## config.mk

```make
export PLATFORM = sky130hd
export DESIGN_NAME = variable_shift_ctrl
export DESIGN_NICKNAME = d
export VERILOG_FILES = /design/src/rtl/variable_shift_ctrl.sv
export SDC_FILE = /design/constraint.sdc
export NUM_CORES = 1
export LEC_CHECK = 0
export ABC_CLOCK_PERIOD_IN_PS = 2950
export CELL_PAD_IN_SITES_DETAIL_PLACEMENT = 1
export CELL_PAD_IN_SITES_GLOBAL_PLACEMENT = 2
export CORE_UTILIZATION = 26
export DETAILED_ROUTE_END_ITERATION = 6
export PLACE_DENSITY_LB_ADDON = 0.3
export SYNTH_ARGS = -nofsm -noshare
export SYNTH_HDL_FRONTEND = slang
export SYNTH_SLANG_ARGS = --single-unit
```

## constraint.sdc

```tcl
create_clock -name clk -period 2.95 [get_ports clk]
set_clock_uncertainty 0.2 [all_clocks]
set_input_delay 0.885 -clock clk [delete_from_list [all_inputs] [get_ports clk]]
set_output_delay 0.885 -clock clk [all_outputs]
set_load 0.05 [all_outputs]
```

## src/rtl/variable_shift_ctrl.sv

```systemverilog
// rtl/variable_shift_ctrl.sv - val/rdy controller around a variable left shifter with a 1-entry output register
//
// Config packets ({cfg=1, addr=CONFIG_ADDR}) set the shift amount and are consumed.
// All other packets have their payload left-shifted by the current amount and are
// forwarded through a single output register with backpressure; order is preserved.
//
// Optional feature macro: VSHIFT_PKT_COUNT_EN (adds a 16-bit sent-data-packet counter).
//
// Ports:
//   clk        in   1      clock, all state updates on posedge
//   reset      in   1      synchronous, active-low reset
//   recv_msg   in   MSG_W  incoming packet {cfg, addr, payload}
//   recv_val   in   1      recv_msg valid
//   recv_rdy   out  1      block can accept recv_msg this cycle
//   send_msg   out  MSG_W  shifted packet
//   send_val   out  1      send_msg valid
//   send_rdy   in   1      downstream accepts send_msg
//   cur_shift  out  5      current shift amount
//   pkt_count  out  16     data packets sent (VSHIFT_PKT_COUNT_EN only)
module variable_shift_ctrl #(
    parameter int                   ADDR_SIZE     = 4,
    parameter int                   PAYLOAD_SIZE  = 8,
    parameter logic [ADDR_SIZE-1:0] CONFIG_ADDR   = '0,
    parameter logic [4:0]           DEFAULT_SHIFT = 5'd0,
    localparam int                  MSG_W         = ADDR_SIZE + PAYLOAD_SIZE + 1
) (
    input  logic             clk,
    input  logic             reset,
    input  logic [MSG_W-1:0] recv_msg,
    input  logic             recv_val,
    output logic             recv_rdy,
    output logic [MSG_W-1:0] send_msg,
    output logic             send_val,
    input  logic             send_rdy,
`ifdef VSHIFT_PKT_COUNT_EN
    output logic [15:0]      pkt_count,
`endif
    output logic [4:0]       cur_shift
);

    typedef enum logic {EMPTY, FULL} state_t;

    state_t                  state_q, state_d;
    logic [MSG_W-1:0]        send_msg_q, send_msg_d;
    logic [4:0]              cur_shift_q, cur_shift_d;

    logic                    in_cfg;
    logic [ADDR_SIZE-1:0]    in_addr;
    logic [PAYLOAD_SIZE-1:0] in_payload;
    logic [PAYLOAD_SIZE-1:0] shifted_payload;
    logic                    is_config;
    logic                    xfer;
    logic                    cfg_xfer;
    logic                    data_xfer;

    assign in_cfg     = recv_msg[MSG_W-1];
    assign in_addr    = recv_msg[MSG_W-2 -: ADDR_SIZE];
    assign in_payload = recv_msg[PAYLOAD_SIZE-1:0];

    // Shift amounts >= PAYLOAD_SIZE naturally yield an all-zero payload.
    assign shifted_payload = in_payload << cur_shift_q;

    assign is_config = in_cfg && (in_addr == CONFIG_ADDR);

    // Space is available when the register is free or is being drained this cycle.
    assign recv_rdy  = reset && ((state_q == EMPTY) || send_rdy);
    assign xfer      = recv_val && recv_rdy;
    assign cfg_xfer  = xfer && is_config;
    assign data_xfer = xfer && !is_config;

    assign send_val  = (state_q == FULL);
    assign send_msg  = send_msg_q;
    assign cur_shift = cur_shift_q;

    always_comb begin
        state_d     = state_q;
        send_msg_d  = send_msg_q;
        cur_shift_d = cur_shift_q;

        // The header is copied verbatim; only the payload is shifted, using the
        // amount registered before this edge.
        if (data_xfer) begin
            send_msg_d = {recv_msg[MSG_W-1:PAYLOAD_SIZE], shifted_payload};
        end

        if (cfg_xfer) begin
            cur_shift_d = in_payload[4:0];
        end

        case (state_q)
            EMPTY: if (data_xfer) state_d = FULL;
            FULL:  if (send_rdy && !data_xfer) state_d = EMPTY;
            default: state_d = EMPTY;
        endcase
    end

    always_ff @(posedge clk) begin
        if (!reset) begin
            state_q     <= EMPTY;
            send_msg_q  <= '0;
            cur_shift_q <= DEFAULT_SHIFT;
        end else begin
            state_q     <= state_d;
            send_msg_q  <= send_msg_d;
            cur_shift_q <= cur_shift_d;
        end
    end

`ifdef VSHIFT_PKT_COUNT_EN
    logic [15:0] pkt_count_q, pkt_count_d;

    // Only data packets ever occupy the output register, so every send is a data send.
    always_comb begin
        pkt_count_d = pkt_count_q;
        if (send_val && send_rdy) begin
            pkt_count_d = pkt_count_q + 16'd1;
        end
    end

    always_ff @(posedge clk) begin
        if (!reset) begin
            pkt_count_q <= '0;
        end else begin
            pkt_count_q <= pkt_count_d;
        end
    end

    assign pkt_count = pkt_count_q;
`endif

endmodule

```

==> results.sh <==
export IMPL_grt_max_degree=16
export IMPL_finalWorstSetupSlack_ns=0.0650
export IMPL_area_growth_syn_to_layout_pct=49.0
export IMPL_wire_per_inst_um=15.5
export IMPL_crit_chain="clkdlybuf4s50_1, nand2b_1, and2_1, buf_12"
export IMPL_relSlewSlack=0.625
export IMPL_start_util=0.284
export IMPL_port_buffers=36
export IMPL_slew_violations=0
export IMPL_pre_cts_ws_ns=0.0705
export IMPL_crit_path_end_kind="primary output"
export IMPL_holdWs_ns=0.277
export IMPL_hpwl_um=2360
export IMPL_finalCoreUtilization=0.423
export IMPL_syn_cell_area_sq_um=985
export IMPL_maxCapViolations=0
export IMPL_syn_inst=115
export IMPL_numCtsBuffers=3
export IMPL_setup_viol_count_final=0
export IMPL_max_freq_ghz=0.347
export IMPL_clk_latency_ns=0.26
export IMPL_n_antenna_cell=0
export IMPL_cts_tree="yes"
export IMPL_layout_nets=172
export IMPL_finalPower_uw=602
export IMPL_use_met3=0.0254
export IMPL_cts_max_level=1
export IMPL_drtAntennaViolNets=0
export IMPL_root_buffer="clkbuf_8"
export IMPL_slowest_stage="clkdlybuf4s50_1"
export IMPL_post_cts_buffers=0
export IMPL_grt_pass1_vias=1111
export IMPL_gp_congestion=0.764
export IMPL_drtIter0Drc=45
export IMPL_synth_area_leaders="dfxtp_1, mux2i_1, a21oi_1, o21ai_0, mux4_2"
export IMPL_post_route_min_period_ns=2.88
export IMPL_reg2reg_slack_ns=0.97
export IMPL_fp_coreArea_sq_um=3470
export IMPL_p_leak_uw=0.000498
export IMPL_tns_ns=0
export IMPL_dieArea_sq_um=4040
export IMPL_worst_pin_slew_ns=0.562
export IMPL_antenna_found_initial=0
export IMPL_mappedNetlistNets=132
export IMPL_grt_use_met1=0.196
export IMPL_grt_overflow=0
export IMPL_arrival_ns=1.80
export IMPL_synth_top_cell_area_share=0.386
export IMPL_drive_above_1_share=0.123
export IMPL_required_ns=1.87
export IMPL_peakVddDrop_mv=0.224
export IMPL_critPathKind="input pin to primary output"
export IMPL_rsz0062_at_grt="no"
export IMPL_die_w_um=63.5
export IMPL_synth_cell_type_count=26
export IMPL_grtUsageMet2=0.281
export IMPL_clkSinkCount=19
export IMPL_track_usage=0.162
export IMPL_ys_seq_area_frac=0.386
export IMPL_cts_resized=0
export IMPL_r2r_cells=4
export IMPL_cp_start_kind="input pin"
export IMPL_vias_per_cell=5.24
export IMPL_ys_seq_elements=19
export IMPL_min_period_over_period=0.978
export IMPL_busiest_layer="met2"
export IMPL_yosysTopAreaCell="dfxtp_1"
export IMPL_vias=1048
export IMPL_worst_path_max_fanout=2
export IMPL_whs_path_depth=2
export IMPL_status="completed"
export IMPL_grt_pass1_wl_um=5090
export IMPL_synth_warning_count=0
export IMPL_power_density_nw_per_um2=410
export IMPL_fillers=430
export IMPL_clk_path_buf_depth=2
export IMPL_synth_avg_cell_area_sq_um=8.56
export IMPL_min_path_type="flop to flop"
export IMPL_cts_reportedPaths_clkPinSlew_ns=0.07
export IMPL_cp_slowest_stage_delay_ns=0.46
export IMPL_row_count=21
export IMPL_hold_viol_final=0
export IMPL_holdBufCountCts=0
export IMPL_drc=0
export IMPL_drt_first_pass_iters=4
export IMPL_die_y_um=63.5
export IMPL_wirelength_um=3100
export IMPL_ios=37
==> registers in the layout (all words and copies together), names as in the netlist <==
register,flops
send_val,1
send_msg,13
cur_shift,5
==> critical path: cells and delay by family <==
family | cells | cell delay (ns)
buf+inv | 2 | 0.61
simple gates | 2 | 0.31
==> synthesized netlist by cell type <==
cell      number
a32o_1         1
nand4_1        2
or2_2          1
mux2_2         1
mux4_2         3
buf_2          2
buf_4          1
o21ai_0       15
dfxtp_1       19
nor3_1         2
a21oi_1       15
nand2_1        8
o22ai_1        5
nand2b_1       2
nor3b_1        2
or4_1          2
mux2i_1        8
inv_1          1
nand3_1        9
nor2_1         5
clkbuf_1       5
nand3b_1       1
and3_1         2
and2_1         1
buf_6          1
or4_4          1
==> area by class of cell <==
class                      count  area [sq um]  share of cell area
timing repair buffer          44           428               0.292
sequential                    19           380               0.259
inverter                       1          3.75             0.00256
clock buffer                   4          45.0              0.0307
multi-input combinational     86           553               0.377
tap                           46          57.6              0.0392
==> power by group <==
part	internal [uW]	total [uW]	switching, uW
registers	268	273	5.55
clock network	96.1	183	86.5
logic	61.4	146	84.7
total	425	602	177
==> stage by stage <==
stage,area [sq um],instances
after global placement,1420,196
after floorplan,985,115
after detailed placement,1420,196
final,1470,200
after CTS,1470,200
after global routing,1470,200
==> metal layers <==
| metal | up-vias | part of all wire |
|---|---|---|
| met2 | 32 | 0.49 |
| met3 | 4 | 0.050 |
| met1 | 511 | 0.45 |
| met4 | 0 | 0.015 |
| met5 | - | 0 |
| li1 | 501 | - |
==> final timing paths <==
kind                     start          end
setup / recovery      send_rdy     recv_rdy
hold reg to reg    send_msg[5]  send_msg[5]
hold / removal     send_msg[5]  send_msg[5]
setup reg to reg  cur_shift[0]  send_msg[7]
==> cell usage in the layout, fill, tap and decap left out, types with 2 or more instances in the layout <==
cell / synthesis / routed
nor3b_1: 2 / 2
nand2_1: 8 / 8
dfxtp_1: 19 / 19
nor2_1: 5 / 5
or4_1: 2 / 2
a21oi_1: 15 / 15
nand2b_1: 2 / 2
mux2i_1: 8 / 8
clkbuf_8: 0 / 3
nand3_1: 9 / 9
o21ai_0: 15 / 15
nand4_1: 2 / 2
clkdlybuf4s50_1: 0 / 34
and3_1: 2 / 2
mux4_2: 3 / 3
o22ai_1: 5 / 5
buf_4: 1 / 9
nor3_1: 2 / 2
==> kinds of logic after synthesis <==
kind of cell / synth area share
mux: 0.161
buf+inv: 0.0521
flops: 0.386
simple gates: 0.206
compound gates: 0.194
Power figures use the tool's default switching activity.
